==> src/rtl/prog_loader.sv <==
// prog_loader: streams a program into CPU memory, HLT-fills the rest, verifies it by checksum, then releases the CPU
module prog_loader #(
  parameter int DEPTH = 32,
  parameter int AWIDTH = $clog2(DEPTH),
  parameter bit FILL_HLT = 1'b1
) (
  input  logic              clk,
  input  logic              rst_,
  input  logic              start,
  input  logic              in_valid,
  input  logic [7:0]        in_data,
  input  logic              in_last,
  output logic              in_ready,
  output logic [AWIDTH-1:0] mem_addr,
  output logic [7:0]        mem_wr_data,
  output logic              mem_write,
  output logic              mem_read,
  input  logic [7:0]        mem_rd_data,
  output logic              cpu_run,
  output logic              busy,
  output logic              done,
  output logic              error,
  output logic [AWIDTH:0]   word_count
);
  typedef enum logic [2:0] {IDLE, LOAD, FILL, VERIFY, CHECK, DONE, ERROR} state_t;
  localparam logic [AWIDTH:0] LAST_ADDR = (AWIDTH+1)'(DEPTH - 1);
  state_t state_q;
  logic in_ready_q, mem_write_q, mem_read_q, rd_valid_q, cpu_run_q, done_q, error_q;
  logic [AWIDTH-1:0] mem_addr_q;
  logic [7:0] mem_wr_data_q, wsum_q, rsum_q;
  logic [AWIDTH:0] wc_q, ptr_q;
  logic hs, load_end, go_fill;
  assign hs = in_valid && in_ready_q;
  assign load_end = in_last || wc_q == LAST_ADDR;
  assign go_fill = FILL_HLT && wc_q != LAST_ADDR;
  always_ff @(posedge clk) begin
    if (rst_) begin
      state_q <= IDLE;
      in_ready_q <= 1'b0;
      mem_write_q <= 1'b0;
      mem_read_q <= 1'b0;
      rd_valid_q <= 1'b0;
      cpu_run_q <= 1'b0;
      done_q <= 1'b0;
      error_q <= 1'b0;
      mem_addr_q <= '0;
      mem_wr_data_q <= '0;
      wsum_q <= '0;
      rsum_q <= '0;
      wc_q <= '0;
      ptr_q <= '0;
    end else begin
      rd_valid_q <= mem_read_q;
      case (state_q)
        IDLE, DONE, ERROR: if (start) begin
          state_q <= LOAD;
          in_ready_q <= 1'b1;
          wc_q <= '0;
          wsum_q <= '0;
          rsum_q <= '0;
          done_q <= 1'b0;
          error_q <= 1'b0;
          cpu_run_q <= 1'b0;
        end
        LOAD: begin
          mem_write_q <= hs;
          if (hs) begin
            mem_addr_q <= wc_q[AWIDTH-1:0];
            mem_wr_data_q <= in_data;
            wsum_q <= wsum_q + in_data;
            wc_q <= wc_q + 1'b1;
            if (load_end) begin
              in_ready_q <= 1'b0;
              state_q <= go_fill ? FILL : VERIFY;
              ptr_q <= go_fill ? wc_q + 1'b1 : '0;
            end
          end
        end
        FILL: begin
          mem_write_q <= 1'b1;
          mem_addr_q <= ptr_q[AWIDTH-1:0];
          mem_wr_data_q <= 8'h00;
          ptr_q <= ptr_q == LAST_ADDR ? '0 : ptr_q + 1'b1;
          if (ptr_q == LAST_ADDR) state_q <= VERIFY;
        end
        VERIFY: begin
          mem_write_q <= 1'b0;
          mem_read_q <= ptr_q != wc_q;
          if (ptr_q != wc_q) begin
            mem_addr_q <= ptr_q[AWIDTH-1:0];
            ptr_q <= ptr_q + 1'b1;
          end
          if (rd_valid_q) rsum_q <= rsum_q + mem_rd_data;
          if (rd_valid_q && !mem_read_q) state_q <= CHECK;
        end
        CHECK: begin
          state_q <= wsum_q == rsum_q ? DONE : ERROR;
          done_q <= wsum_q == rsum_q;
          cpu_run_q <= wsum_q == rsum_q;
          error_q <= wsum_q != rsum_q;
        end
        default: state_q <= IDLE;
      endcase
    end
  end
  assign in_ready = in_ready_q;
  assign mem_addr = mem_addr_q;
  assign mem_wr_data = mem_wr_data_q;
  assign mem_write = mem_write_q;
  assign mem_read = mem_read_q;
  assign cpu_run = cpu_run_q;
  assign done = done_q;
  assign error = error_q;
  assign word_count = wc_q;
  assign busy = !(state_q inside {IDLE, DONE, ERROR});
endmodule

==> config.mk <==
export PLATFORM = sky130hd
export DESIGN_NAME = prog_loader
export DESIGN_NICKNAME = d
export VERILOG_FILES = /design/src/rtl/prog_loader.sv
export SDC_FILE = /design/constraint.sdc
export NUM_CORES = 1
export LEC_CHECK = 0
export CORE_MARGIN = 1
export CORE_UTILIZATION = 40
export CTS_BUF_LIST = sky130_fd_sc_hd__clkbuf_4
export CTS_CLUSTER_DIAMETER = 100
export DETAILED_ROUTE_END_ITERATION = 6
export PLACE_DENSITY = 0.65
export SLEW_MARGIN = 40
export SYNTH_ARGS = -nofsm -noshare
export SYNTH_HDL_FRONTEND = slang
export SYNTH_SLANG_ARGS = --single-unit
==> constraint.sdc <==
create_clock -name clk -period 2.07 [get_ports clk]
set_input_delay 0.414 -clock clk [delete_from_list [all_inputs] [get_ports clk]]
set_output_delay 0.414 -clock clk [all_outputs]
set_load 0.01 [all_outputs]
==> impl_metrics.yaml, run 1 <==
route:
  dr.pass1.iters: 7
  ant_nets: 0
  first_iter_violations: 127
  drc: 0
  vias: 2784
  wire_per_inst_um: 13.89
  avgViaCountPerCell: 5.194
  wl_um: 7443
cts:
  postCtsHoldBufs: 0
  cts_sinks: 50
  cts_made_buffers: 5
  cts_max_level: 2
  clock_latency_ps: 380
  cts_tree: "yes"
  clockRootBuffer: "clkbuf_4"
  clkTransAtPathRegs_ps: 160
  clk_path_buf_depth: 2
placement:
  dp_hpwl_um: 5474
  port_buffers: 46
  dp.cells: 527
  gp_congestion: 0.8200
setup_path:
  critPathMaxFanout: 4
  cp-end-kind: "flop"
  worst-setup-path-type: "input pin to flop"
  path_cells: "clkdlybuf4s50_1 -> ha_4 -> nand3_1 -> o211ai_1 -> o41ai_2 -> xor2_1 -> or3_1 -> a31oi_1"
  cp_slowest_stage_delay_ps: 520
  worstSetupStartpointType: "input pin"
  cp_num_buf_inv: 1
  worstPathArrival_ps: 2290
  crit_family: "compound AO/OA/AOI/OAI gates"
  crit_path_top_delay_cell: "clkdlybuf4s50_1"
  worstPathRequired_ps: 2390
sta:
  min_period_ps: 1974
  fmax_mhz: 506.5
  hold_violations: 0
  rsz0062_at_grt: "true"
  slew_headroom: 0.6366
  tightest_slew_ps: 544.5
  slew_viol_final: 0
  skew_ps: 21.24
  setup_viol: 0
  fin_crit_sh: 0.9538
  tns_ps: 0
synthesis:
  synthDominantCellAreaShare: 0.3383
  yosysTopAreaCell: "dfxtp_1"
  syn_avg_cell_area_um2: 8.289
  yosys-top-cells-count: "50 x dfxtp_1, 41 x nor2_1, 36 x nand2_1"
  yosys_most_used_dff: "dfxtp_1"
  synth_most_common_cell: "dfxtp_1"
  seq_area_frac_synth: 0.3383
  synth-edff-count: 0
  synth-seq-cells: 50
  synthCells: 357
  synth_warnings: 0
  synth_cell_types: 54
  synth_area_mm2: 0.002959
  syn_nets: 396
  synth.area.top_cells: "dfxtp_1 34%, ha_1 6.8%, xnor2_1 5.6%, nor2_1 5.2%, a21oi_1 5.1%"
  async_flop_share: 0
global_routing:
  grt.overflow.total: 0
  grt_use_total: 0.1979
  grt_pass1_wl_um: 12060
  first_global_vias: 2624
  grt_max_degree: 30
  antenna_found_initial: 0
cells_and_area:
  ff_latch_area_mm2: 0.001013
  fillCellCount: 654
  multi_input_area_mm2: 0.001947
  num_antenna_cells: 0
  layout-drive-gt1-share: 0.2114
  layout.nets: 478
  fin_cells: 536
  area_delta_synth_final_pct: 36.07
floorplan:
  initial_utilization: 0.4238
  dieArea_mm2: 0.007746
  fp.dieW_um: 88.01
  rows: 30
  fp.dieH_um: 88.01
  core-area_mm2: 0.006982
  ios: 47
power:
  power.leakage_nw: 1.575
  max-vdd-ir-drop_uv: 320.2
  p_per_area_mw_per_mm2: 674.9
  total_power_mw: 2.717
job:
  drv_cap: 0
status:
  outcome: "finished clean"
min_path:
  hold_path_class: "input pin to flop"
## power breakdown
group	internal [mW]	switching (mW)
registers	1.05	0.0940
clock network	0.122	0.315
logic	0.513	0.620
total	1.69	1.03
## routing by layer
layer  up-vias  part of all wire  GRT usage
met5         -                 0          0
met4         0            0.0093    0.04399
met3         8             0.039    0.03676
met2        49              0.49     0.3474
met1      1296              0.46     0.2520
li1       1431                 -          -
## placed cells by master, fill, tap and decap left out, types with 3 or more instances in the layout
cell type	count
xnor2_1	19
ha_4	6
a31oi_1	3
nor3_1	6
clkinv_1	3
and3_1	7
ha_1	8
clkdlybuf4s50_1	38
dfxtp_2	7
xor2_1	13
buf_4	49
a21oi_1	25
o21ai_0	12
nor2_1	41
o22ai_1	4
clkbuf_4	5
nand2_1	36
nand3_1	17
a311oi_1	5
a22oi_1	15
nand3b_1	9
dfxtp_1	42
dlymetal6s2s_1	6
nor2b_1	3
a21oi_2	5
inv_1	9
o211ai_1	4
## flip-flops by register name (all words and copies together), names as in the netlist
name and count:
done 1, error 1, in_ready 1, mem_addr 5, mem_read 1, mem_wr_data 8
mem_write 1, ptr_q 6, rd_valid_q 1, rsum_q 8, state_q 3, word_count 6
wsum_q 8
## repair_timing
item / CTS / global route
pin swaps: 0 / 16
setup buffers: 0 / 1
gates resized for setup: 6 / 28
setup endpoints to repair: 4 / 7
## area by class of cell
class / instances / share of cell area
Clock inverter: 3 / 0.002797
Tap cell: 96 / 0.02983
Sequential cell: 50 / 0.2517
Inverter: 10 / 0.009944
Clock buffer: 5 / 0.009323
Multi-Input combinational cell: 276 / 0.4835
Timing Repair Buffer: 96 / 0.2129
## worst reg2reg max path, stage by stage (launching register included)
cell      delay, ps
dfxtp_2         360
ha_4            240
a21oi_4         120
o211ai_1        130
o41ai_2         380
xor2_1          130
or3_1           350
a31oi_1         150
## metrics by stage
step	utilization	worst slack, ps	instance area, um^2	hold slack (ps)
6_report	0.5767	95.54	4026	362.4
5_1_grt	0.5767	-27.87	4026	374.9
4_1_cts	0.5559	14.32	3881	452.2
3_5_place_dp	0.5461	-422.0	3812	455.3
3_3_place_gp	0.5461	-372.6	3812	453.3
2_1_floorplan	-	110.1	2959	480.2
## cells by family after synthesis
kind of cell | after synthesis | synth area share
and+or+nand+nor | 134 | 0.2228
AOI/OAI and AO/OA | 91 | 0.2114
DFF | 50 | 0.3383
xor gates and xnor gates | 32 | 0.09471
buffers and inverters | 31 | 0.04820
adders and majority gates | 19 | 0.08457
## worst paths after layout
check                               from                          end  slack [ps]  cells past startpoint
setup reg to reg  wsum_q[1]$_SDFFE_PP0P_       wsum_q[7]$_SDFFE_PP0P_         130                      7
setup / recovery          mem_rd_data[4]       rsum_q[7]$_SDFFE_PP0P_         100                      8
hold reg to reg       error$_SDFFE_PP0P_           error$_SDFFE_PP0P_         470                      2
hold / removal                in_data[0]  mem_wr_data[0]$_SDFFE_PP0P_         360                      3
No activity file was read; power rests on OpenSTA's default activity.
==> run 2: changes to the inputs <==
- ABC_AREA: not set -> 1
- CAP_MARGIN: not set -> 20
==> run 2 against run 1 <==
Critical path depth decreased by 7; critical path type is now flop to output port; register-to-register slack improved by 240 ps; combinational power increased by 42%; fmax increased by 3.7%; largest power group is now combinational cells; largest cell class unchanged; sequential power increased by 13%.
==> impl_metrics.yaml, run 2 <==
global_routing:
  grt_use_total: 0.1953
  antenna_found_initial: 0
  grt.overflow.total: 0
  grt_max_degree: 31
  grt_pass1_wl_um: 12150
  first_global_vias: 2691
sta:
  min_period_ps: 1904
  rsz0062_at_grt: "false"
  tns_ps: 0
  setup_viol: 0
  slew_headroom: 0.7143
  whs_ps: 472.9
  fmax_mhz: 525.1
  setup_ws_ps: 165.7
  fin_crit_sh: 0.9200
  slew_viol_final: 0
  tightest_slew_ps: 428.1
  hold_violations: 0
  skew_ps: 7.766
placement:
  port_buffers: 46
  dp_hpwl_um: 5527
  pre_cts_slack_ps: -70.38
  dpl_cell_area_mm2: 0.003665
  gp_congestion: 0.8465
  dp.cells: 606
synthesis:
  synth-seq-cells: 50
  synth_top_family_by_area: "simple AND/OR/NAND/NOR gates"
  seq_area_frac_synth: 0.3267
  yosys.area_share.adder: 0.07840
  yosys_most_used_dff: "dfxtp_1"
  synth_most_common_cell: "nand2_1"
  synth-edff-count: 0
  async_flop_share: 0
  yosysTopAreaCell: "dfxtp_1"
  synth_cell_types: 27
  syn_avg_cell_area_um2: 6.604
  synth-xor-area-share: 0.06288
  synthDominantCellAreaShare: 0.3267
  synthCells: 464
  synthMuxAreaShare: 0
  synth_warnings: 0
  synth_area_mm2: 0.003064
  synth-compound-area-share: 0.1111
  syn_nets: 503
  yosys-top-cells-count: "156 x nand2_1, 50 x dfxtp_1, 46 x a21oi_1, 46 x nor2_1, 39 x inv_1"
  yosys.area_share.simple: 0.3475
  synth.area.top_cells: "dfxtp_1 33%, nand2_1 19%, a21oi_1 7.5%, ha_1 6.5%, nor2_1 5.6%"
cts:
  cts_max_level: 2
  cts_tree: "yes"
  clockRootBuffer: "clkbuf_4"
  cts_setup_buffers: 0
  cts_resized: 6
  cts_sinks: 50
  cts_made_buffers: 5
  clock_latency_ps: 370
  clkTransAtPathRegs_ps: 140
  postCtsHoldBufs: 0
  clk_path_buf_depth: 2
setup_path:
  cp_num_buf_inv: 1
  worstSetupStartpointType: "flop"
  path_cells: "clkdlybuf4s50_1"
  crit_path_top_delay_cell: "clkdlybuf4s50_1"
  cp-end-kind: "output port"
  worstPathArrival_ps: 1490
  worst-setup-path-type: "flop to output port"
  worstPathRequired_ps: 1660
  cp_slowest_stage_delay_ps: 600
  crit_family: "buffers and inverters"
  critPathMaxFanout: 7
cells_and_area:
  fin_cells: 613
  area_delta_synth_final_pct: 21.56
  layout.nets: 553
  layout-drive-gt1-share: 0.07198
  fin_util: 0.5081
  final_cell_mix: "156 x nand2_1, 48 x dfxtp_1, 46 x nor2_1, 46 x a21oi_1, 45 x clkdlybuf4s50_1"
  fillCellCount: 746
  multi_input_area_mm2: 0.001842
  ff_latch_area_mm2: 0.001006
  layout_commonest_cell: "nand2_1"
  design_area_mm2: 0.003725
  num_antenna_cells: 0
power:
  switching_power_mw: 1.461
  seq_power_share: 0.387
  total_power_mw: 3.366
  max-vdd-ir-drop_uv: 376.9
  p_clk_frac: 0.136
  comb_power_share: 0.477
  p_int_mw: 1.905
  switching_share: 0.4341
  p_per_area_mw_per_mm2: 903.7
  power.leakage_nw: 1.657
route:
  ant_nets: 0
  first_iter_violations: 105
  drc: 0
  avgViaCountPerCell: 4.847
  wl_um: 7251
  dr.pass1.iters: 5
  vias: 2971
  wire_per_inst_um: 11.83
floorplan:
  dieArea_mm2: 0.008015
  core-area_mm2: 0.007331
  ios: 47
  rows: 31
  fp.dieW_um: 89.53
  fp.dieH_um: 89.53
  initial_utilization: 0.4180
min_path:
  hold_path_class: "flop to flop"
job:
  drv_cap: 0
status:
  outcome: "finished clean"
==> run 2: cell families after synthesis <==
group | after synthesis
flip-flops | 50
XOR/XNOR | 22
AND/OR/NAND/NOR | 252
adder cells (fa/ha/maj) | 18
buffers and inverters | 55
AO/OA/AOI/OAI | 67
==> run 2: worst paths after layout <==
path / startpoint / end / slack [ps] / cells after the start
max: word_count[2]$_SDFFE_PP0P_ / word_count[2] / 170 / 1
min: mem_wr_data[1]$_SDFFE_PP0P_ / mem_wr_data[1]$_SDFFE_PP0P_ / 470 / 2
max reg2reg: ptr_q[0]$_SDFFE_PP0P_ / ptr_q[0]$_SDFFE_PP0P_ / 370 / 8
min reg2reg: mem_wr_data[1]$_SDFFE_PP0P_ / mem_wr_data[1]$_SDFFE_PP0P_ / 470 / 2
==> run 2: power groups by stage <==
stage               clock network [mW]  logic (mW)  registers [mW]
detailed placement                   0        1.61            1.31
CTS                              0.479        1.61            1.30
global route                     0.518        1.83            1.33
floorplan                            0        1.13            1.31
finish                           0.458        1.60            1.30
global placement                     0        1.58            1.31
==> run 2: cell type report <==
| type | count | area share |
|---|---|---|
| clock buffers | 7 | 0.01411 |
| inverters | 43 | 0.04333 |
| multi-input cells | 359 | 0.4945 |
| flip-flops and latches | 50 | 0.2701 |
| well taps | 99 | 0.03326 |
| repair buffers | 55 | 0.1448 |
==> run 2: metal layers <==
| layer | vias up | routed length [um] | global-route usage |
|---|---|---|---|
| li1 | 1574 | - | - |
| met3 | 9 | 249 | 0.03509 |
| met4 | 0 | 102 | 0.05628 |
| met2 | 53 | 3364 | 0.3303 |
| met1 | 1335 | 3535 | 0.2544 |
| met5 | - | 0 | 0 |
==> run 3: changes to the inputs <==
- CELL_PAD_IN_SITES_DETAIL_PLACEMENT: not set -> 0
- CELL_PAD_IN_SITES_GLOBAL_PLACEMENT: not set -> 1
- CORE_UTILIZATION: 40 -> 36
- PLACE_DENSITY: 0.65 -> 0.79
==> run 3 against run 2 <==
Clock-buffer cell count is 2 lower; clock power increased by 5.9%; wire length up 1.3%; cell area up 0.34%; via count fell by 1.0%; critical path type unchanged; global-route usage decreased by 1.7 points; flip-flop and latch count unchanged; worst setup slack got worse by 40 ps; largest cell class unchanged.
==> impl_metrics.yaml, run 3 (synthesis results as in run 2) <==
cells_and_area:
  layout_commonest_cell: "nand2_1"
  layout.nets: 555
  layout-drive-gt1-share: 0.07544
  fillCellCount: 909
  final_cell_mix: "156 x nand2_1, 48 x dfxtp_1, 46 x nor2_1, 46 x a21oi_1, 45 x clkdlybuf4s50_1"
  area_delta_synth_final_pct: 21.97
  num_antenna_cells: 0
route:
  avgViaCountPerCell: 4.727
  dr.pass1.iters: 4
  first_iter_violations: 88
  wire_per_inst_um: 11.81
  drc: 0
  ant_nets: 0
  vias: 2940
  wl_um: 7348
global_routing:
  first_global_vias: 2670
  busiest_layer: "met2"
  grt.overflow.total: 0
  grt_max_degree: 21
  antenna_found_initial: 0
  grt_use_total: 0.1786
  met1_usage: 0.2477
  grt_use_met2: 0.2868
  grt_pass1_wl_um: 12520
  gr-usage-met3: 0.02832
floorplan:
  dieArea_mm2: 0.008885
  initial_utilization: 0.3729
  fp.dieW_um: 94.26
  rows: 33
  ios: 47
  fp.dieH_um: 94.26
  core-area_mm2: 0.008217
min_path:
  hold_path_class: "flop to flop"
sta:
  fin_crit_sh: 0.9393
  slew_viol_final: 0
  skew_ps: 8.247
  setup_ws_ps: 125.6
  tns_ps: 0
  rsz0062_at_grt: "false"
  tightest_slew_ps: 478.9
  min_period_ps: 1944
  setup_viol: 0
  fmax_mhz: 514.3
  hold_violations: 0
  slew_headroom: 0.6804
setup_path:
  critPathMaxFanout: 7
  worstPathArrival_ps: 1530
  crit_path_top_delay_cell: "clkdlybuf4s50_1"
  worst-setup-path-type: "flop to output port"
  cp_slowest_stage_delay_ps: 610
  cp_num_buf_inv: 1
  worstPathRequired_ps: 1660
  worstSetupStartpointType: "flop"
  path_cells: "clkdlybuf4s50_1"
  cp-end-kind: "output port"
  crit_family: "buffers and inverters"
cts:
  clock_latency_ps: 380
  clockRootBuffer: "clkbuf_4"
  cts_tree: "yes"
  postCtsHoldBufs: 0
  cts_sinks: 50
  clk_path_buf_depth: 2
  clkTransAtPathRegs_ps: 160
  cts_resized: 5
  cts_setup_buffers: 0
  cts_made_buffers: 5
  cts_max_level: 2
status:
  outcome: "finished clean"
power:
  power.leakage_nw: 1.660
  p_per_area_mw_per_mm2: 907.9
  max-vdd-ir-drop_uv: 439.2
placement:
  pre_cts_slack_ps: -96.87
  gp_congestion: 0.8463
  dp_hpwl_um: 5652
  port_buffers: 46
job:
  drv_cap: 0
==> run 3: tightest hold or removal path: cells and delay by family, from the launching register on <==
family | cells | cell delay [ps]
simple gates | 1 | 60
compound gates | 1 | 50
flops | 1 | 340
==> run 3: worst paths after layout <==
check	startpoint	depth (start not counted)	slack, ps	end
max	word_count[2]$_SDFFE_PP0P_	1	130	word_count[2]
min	mem_wr_data[2]$_SDFFE_PP0P_	2	470	mem_wr_data[2]$_SDFFE_PP0P_
max reg2reg	word_count[1]$_SDFFE_PP0P_	8	290	ptr_q[4]$_SDFFE_PP0P_
min reg2reg	mem_wr_data[2]$_SDFFE_PP0P_	2	470	mem_wr_data[2]$_SDFFE_PP0P_
==> run 3: power by group <==
group / internal [mW] / switching, mW
registers: 1.13 / 0.161
clock network: 0.133 / 0.352
logic: 0.628 / 0.984
==> run 3: layout make-up <==
cell class	count	area [um^2]	share of cell area
inverter	43	161.4	0.04319
tap	105	131.4	0.03515
timing repair buffer	57	541.8	0.1450
clock buffer	5	37.54	0.01004
clock inverter	3	21.27	0.005691
multi-input combinational	359	1838	0.4918
sequential	50	1006	0.2692
==> run 3: stage by stage <==
| step | total power, mW | hold slack, ps | area (um^2) | utilization | instances |
|---|---|---|---|---|---|
| detailed placement | 2.953 | 452.7 | 3675 | 0.4472 | 614 |
| floorplan | 2.444 | 468.2 | 3064 | - | 464 |
| finish | 3.393 | 471.0 | 3737 | 0.4549 | 622 |
| global placement | 2.933 | 449.6 | 3675 | 0.4472 | 614 |
| global route | 3.743 | 496.5 | 3737 | 0.4549 | 622 |
| CTS | 3.442 | 474.3 | 3737 | 0.4549 | 622 |
==> run 3: per-layer routing <==
metal,share of wire,vias up
met5,0,-
met4,0.0083,0
met3,0.031,6
met2,0.44,40
met1,0.52,1305
li1,-,1589
==> RTL change 1 (settings of run 1) <==
Set the parameter `DEPTH` to 64 (it was 32).
--- a/src/rtl/prog_loader.sv
+++ b/src/rtl/prog_loader.sv
@@ -1,6 +1,6 @@
 // prog_loader: streams a program into CPU memory, HLT-fills the rest, verifies it by checksum, then releases the CPU
 module prog_loader #(
-  parameter int DEPTH = 32,
+  parameter int DEPTH = 64,
   parameter int AWIDTH = $clog2(DEPTH),
   parameter bit FILL_HLT = 1'b1
 ) (
Interface: changed (resized mem_addr and word_count); port bits go from 47 to 49. The function was not compared with the original's and may differ.
==> RTL change 1 against run 1 <==
  * Wire length up 15%
  * Count of clock-buffer cells in the layout is 1 higher
  * Sequential share of layout area up 0.30 points
  * Combinational power down 30%
  * Critical endpoint is now rsum_q[6]
  * Design area is 3.7% higher
  * Die area rose by 12%
  * Critical path depth stayed put
  * Sequential cell count is 3 higher
  * Utilization down 4.7 points
  * Largest cell class unchanged
  * Power shrank 12%
  * Area after synthesis up 12%
  * Worst setup slack got worse by 0.0064 ns
==> RTL change 1: results (changes against run 1) <==
=================================================================================
Overall routed net length                                                 8550 um   +15%
Number of synthesis warnings                                                    0   unchanged
Unique masters post-synth                                                      61   +13%
Most area-consuming cells after synthesis                            sky130_fd_sc_hd__dfxtp_1 (32%), sky130_fd_sc_hd__ha_1 (6.0%), sky130_fd_sc_hd__nand2_1 (6.0%)
Crit path largest cell delay                                              0.42 ns   -0.10 ns
Gate count after technology mapping                                           405   +13%
Total CTS buffers                                                               5   unchanged
Sequential-to-total area share from yosys stat                              31.9%   -1.9 points
Final routed wire length divided by cell count                            14.8 um   +6.6%
Commonest cells in the synthesized netlist                           sky130_fd_sc_hd__dfxtp_1 (53), sky130_fd_sc_hd__nand2_1 (53), sky130_fd_sc_hd__a21oi_1 (38)
DR vias/cell                                                                 5.52   +6.2%
Fraction of post-synthesis cell area in the top cell type by area           31.9%   -1.9 points
Post-CTS setup buffers                                                          0   unchanged
Worst VDD drop                                                         0.000298 V   -7.1%
Number of global-route vias before repair                                    3037   +16%
Register clock-pin slew on the reported worst setup and hold paths        0.13 ns   -0.03 ns
Post-Route Skew                                                         0.0124 ns   -0.00882 ns
Mapped Nets                                                                   444   +12%
Cell family contributing the most delay on the critical path         compound AO/OA/AOI/OAI gates
Number of fill cells in the layout                                            753   +15%
Synth async-reset ratio                                                        0%   unchanged
First drt pass iteration count                                                  4   -3
Static leakage                                                         0.00161 uW   +2.0%
Pin count of the biggest net entering global routing                           22   -27%
Hold crit path type                                                     in -> reg
Root Buffer Master                                                   sky130_fd_sc_hd__clkbuf_4
Global-route wire length before repair                                   14300 um   +18%
Fraction of layout cells with a size suffix above 1                         16.0%   -5.2 points
Clock insertion delay at the later pin of the skew report                 0.39 ns
Result of the run                                                    finished clean
Number of antenna violations at the first check in global routing               0   unchanged
DRT iter0 DRCs                                                                132   +3.9%
Transition time at the pin with the least slew margin                    0.567 ns   +0.0223 ns
Top fanout value on the critical path                                           2   -2
Arrival time worst endpoint                                               2.26 ns   -0.03 ns
Number of buffers inserted by port buffering                                   48   +4.3%
Placed Cells                                                                  571   +8.3%
HPWL after detailed placement                                             6590 um   +20%
H-tree levels                                                                   2   unchanged
Final weighted congestion in routability-driven placement                   0.854   +4.1%
Global routing usage summed across all routing layers                       20.5%   +0.74 points
Number of antenna cells inserted                                                0   unchanged
Bufs on Longest Clock Path                                                      2   unchanged
CP max-delay cell                                                    sky130_fd_sc_hd__fa_1
Final net count                                                               515   +7.7%
=================================================================================
-- RTL change 1: changes by cell type after synthesis, sizes merged, moves of 6 or more --
cell	run 1	this run
a21oi	31	39
nor2	43	23
xor2	13	21
nand2	36	53
a22oi	15	2
xnor2	19	9
inv	10	4
buf	13	19
a311oi	5	11
nand3	18	34
nand3b	9	1
-- RTL change 1: timing repair --
item | 4_1_cts | 5_1_grt
resized for setup | 5 | 3
pin swaps | 0 | 2
endpoints found under the setup margin | 2 | 2
hold buffers | 0 | 0
-- RTL change 1: per-stage QoR --
step           area [um2]  setup slack (ns)  total power (uW)
2_1_floorplan        3320            0.0743              1670
3_3_place_gp         4110            -0.417              1950
3_5_place_dp         4110            -0.449              1970
4_1_cts              4170            0.0157              2420
5_1_grt              4180            0.0244              2550
6_report             4180            0.0891              2400
-- RTL change 1: kinds of logic (layout without fill, tap and decap cells) --
| family | count (synthesis) | count (layout) | synth area share, % |
|---|---|---|---|
| muxes | 1 | 1 | 0.339 |
| and+or+nand+nor | 159 | 159 | 23.2 |
| AOI/OAI and AO/OA | 109 | 109 | 22.9 |
| DFF | 53 | 53 | 31.9 |
| xor gates and xnor gates | 30 | 30 | 8.58 |
| adders and majority gates | 18 | 18 | 7.23 |
| buffers and inverters | 35 | 106 | 5.87 |
-- RTL change 1: metal layers --
layer | part of all wire, % | global-route usage, % | up-vias
li1 | - | - | 1633
met2 | 45 | 33.7 | 77
met4 | 0.88 | 5.38 | 0
met3 | 5.2 | 3.01 | 10
met1 | 49 | 28.1 | 1468
met5 | 0 | 0 | -
-- RTL change 1: report_power, final --
part / switching, uW / internal (uW) / total [uW]
Sequential: 66.3 / 1090 / 1150
Clock: 316 / 137 / 454
Combinational: 430 / 364 / 794
Total: 813 / 1590 / 2400
-- RTL change 1: path summary, 6_finish.rpt --
check,from,to,slack (ns),depth (start not counted)
worst max-delay path,mem_rd_data[0],rsum_q[6],0.09,8
worst min register to register,mem_wr_data[3],mem_wr_data[3],0.48,2
worst max register to register,wsum_q[0],wsum_q[6],0.12,7
worst min-delay path,in_data[0],mem_wr_data[0],0.31,3
-- RTL change 1: area by class of cell --
type                            instances  area [um2]  share of cell area (%)
Clock buffer                            6        45.0                    1.08
Timing Repair Buffer                   95         842                    20.2
Clock inverter                          1        3.75                  0.0899
Inverter                                4        15.0                   0.360
Tap cell                              102         128                    3.06
Multi-Input combinational cell        317        2080                    49.8
Sequential cell                        53        1060                    25.5
==> RTL change 2 (flow settings as in run 1) <==
Without the edit above. Put one more register stage on the output `word_count`. The value now appears one clock later. The other outputs are not delayed to match.
--- a/src/rtl/prog_loader.sv
+++ b/src/rtl/prog_loader.sv
@@ -111,7 +111,9 @@
   assign cpu_run = cpu_run_q;
   assign done = done_q;
   assign error = error_q;
-  assign word_count = wc_q;
+  always_ff @(posedge clk) begin
+    word_count <= wc_q;
+  end
   assign busy = !(state_q inside {IDLE, DONE, ERROR});
 endmodule
 
Behaviour: not the same (a bounded check fails within 4 cycles, from zero or initial values and one cycle with rst_ high).
==> RTL change 2 against run 1 <==
  * Power up 12%
  * Sequential cell count up 6
  * Largest power group unchanged
  * Fmax up 1.3%
  * Count of clock-buffer cells in the layout unchanged
  * Global-route usage down 1.6 points
  * Wire length down 2.7%
  * Synthesized cell count up 2.0%
  * Area after synthesis up 4.1%
  * Design area up 1.2%
  * Clock skew down 0.0046 ns
  * Worst setup slack better by 0.025 ns
==> RTL change 2: results (changes against run 1) <==
==============================================================================
Result of the run                                                 finished clean
Net switching fraction of the power                                      35.1%   -2.7 points
Unique masters post-synth                                                   49   -9.3%
Static leakage                                                      0.00163 uW   +3.6%
Mapped Nets                                                                403   +1.8%
Post-Route Skew                                                      0.0166 ns   -0.00461 ns
Sequential-to-total area share from yosys stat                           36.4%   +2.6 points
Synth async-reset ratio                                                     0%   unchanged
Clock insertion delay at the later pin of the skew report              0.38 ns   about the same
Most area-consuming cells after synthesis                         sky130_fd_sc_hd__dfxtp_1 (36%), sky130_fd_sc_hd__xnor2_1 (6.5%), sky130_fd_sc_hd__ha_1 (6.5%)
Post-route met1 wirelength                                             3350 um   -3.0%
DRT iter0 DRCs                                                              81   -36%
Transition time at the pin with the least slew margin                 0.336 ns   -0.208 ns
Metal3 WL                                                               239 um   -18%
Number of global-route vias before repair                                 2646   +0.84%
Post-Synthesis Mean Instance Area                                     8.47 um2   +2.1%
M2 GR Usage                                                              32.4%   -2.4 points
Share of cell area taken by muxes after synthesis                        2.92%   +2.9 points
First drt pass iteration count                                               4   -3
Global-route wire length before repair                                12100 um   +0.57%
Placed Cells                                                               529   +0.38%
Pin count of the biggest net entering global routing                        28   -6.7%
Global routing usage summed across all routing layers                    18.2%   -1.6 points
Share of the synthesized area in compound gates (AO/OA/AOI/OAI)          17.6%   -3.6 points
Crit path largest cell delay                                           0.41 ns   -0.11 ns
Xor and xnor area share after synthesis                                  9.09%   -0.38 points
Clock network power                                                     623 uW   +43%
Adder-cell share of the synthesized area                                 7.80%   -0.66 points
Final weighted congestion in routability-driven placement                0.859   +4.8%
Fraction of layout cells with a size suffix above 1                      18.4%   -2.7 points
Overall routed net length                                              7250 um   -2.7%
Root Buffer Master                                                sky130_fd_sc_hd__clkbuf_4
Total cell area at the placement stage                                3870 um2   +1.6%
Commonest cells in the synthesized netlist                        sky130_fd_sc_hd__dfxtp_1 (56), sky130_fd_sc_hd__nor2_1 (47), sky130_fd_sc_hd__a21oi_1 (31)
Met3 capacity usage during global routing                                2.71%   -0.97 points
Met1 capacity usage during global routing                                22.9%   -2.3 points
Post-route total power                                                 3050 uW   +12%
Combinational share of power                                             38.1%   -3.6 points
Routed met2 length                                                     3590 um   -0.75%
Worst VDD drop                                                      0.000463 V   +45%
Final routed wire length divided by cell count                         13.4 um   -3.2%
HPWL after detailed placement                                          5250 um   -4.1%
Placement-stage worst setup slack                                    -0.458 ns   -0.0365 ns
Top fanout value on the critical path                                        5   +1
==============================================================================
## RTL change 2: cell count changes after synthesis, moves of 4 or more
cell,change
sky130_fd_sc_hd__a211oi_1,+5
sky130_fd_sc_hd__mux2i_1,+9
sky130_fd_sc_hd__and3_1,-7
sky130_fd_sc_hd__xnor2_1,+4
sky130_fd_sc_hd__a311oi_1,-5
sky130_fd_sc_hd__nor2_1,+6
sky130_fd_sc_hd__nand3b_1,-7
sky130_fd_sc_hd__nand2b_1,+6
sky130_fd_sc_hd__nand2_1,-14
sky130_fd_sc_hd__xor2_1,-4
sky130_fd_sc_hd__dfxtp_1,+6
## RTL change 2: worst paths after layout
| path | from | to | slack (ns) |
|---|---|---|---|
| min reg2reg | wc_q[5] | word_count[5] | 0.47 |
| max | mem_rd_data[4] | rsum_q[7] | 0.12 |
| min | in_data[0] | mem_wr_data[0] | 0.33 |
| max reg2reg | rsum_q[0] | rsum_q[6] | 0.13 |
## RTL change 2: cells by family (layout without fill, tap and decap cells)
logic type	Yosys count	after routing
buffers and inverters	30	106
muxes	9	9
xor gates and xnor gates	32	32
and+or+nand+nor	132	132
DFF	56	56
AOI/OAI and AO/OA	87	87
adders and majority gates	18	18
## RTL change 2: timing repair
action | 4_1_cts | 5_1_grt
setup buffers | 1 | 1
endpoints found under the setup margin | 3 | 4
gates resized for setup | 9 | 18
pin swaps | 3 | 12
## RTL change 2: layout make-up
type                            instances  area (um2)
Clock inverter                          3        46.3
Timing Repair Buffer                   92         818
Inverter                                6        22.5
Fill cell                             674        3260
Clock buffer                            5        37.5
Sequential cell                        56        1130
Tap cell                               99         124
Multi-Input combinational cell        278        1890
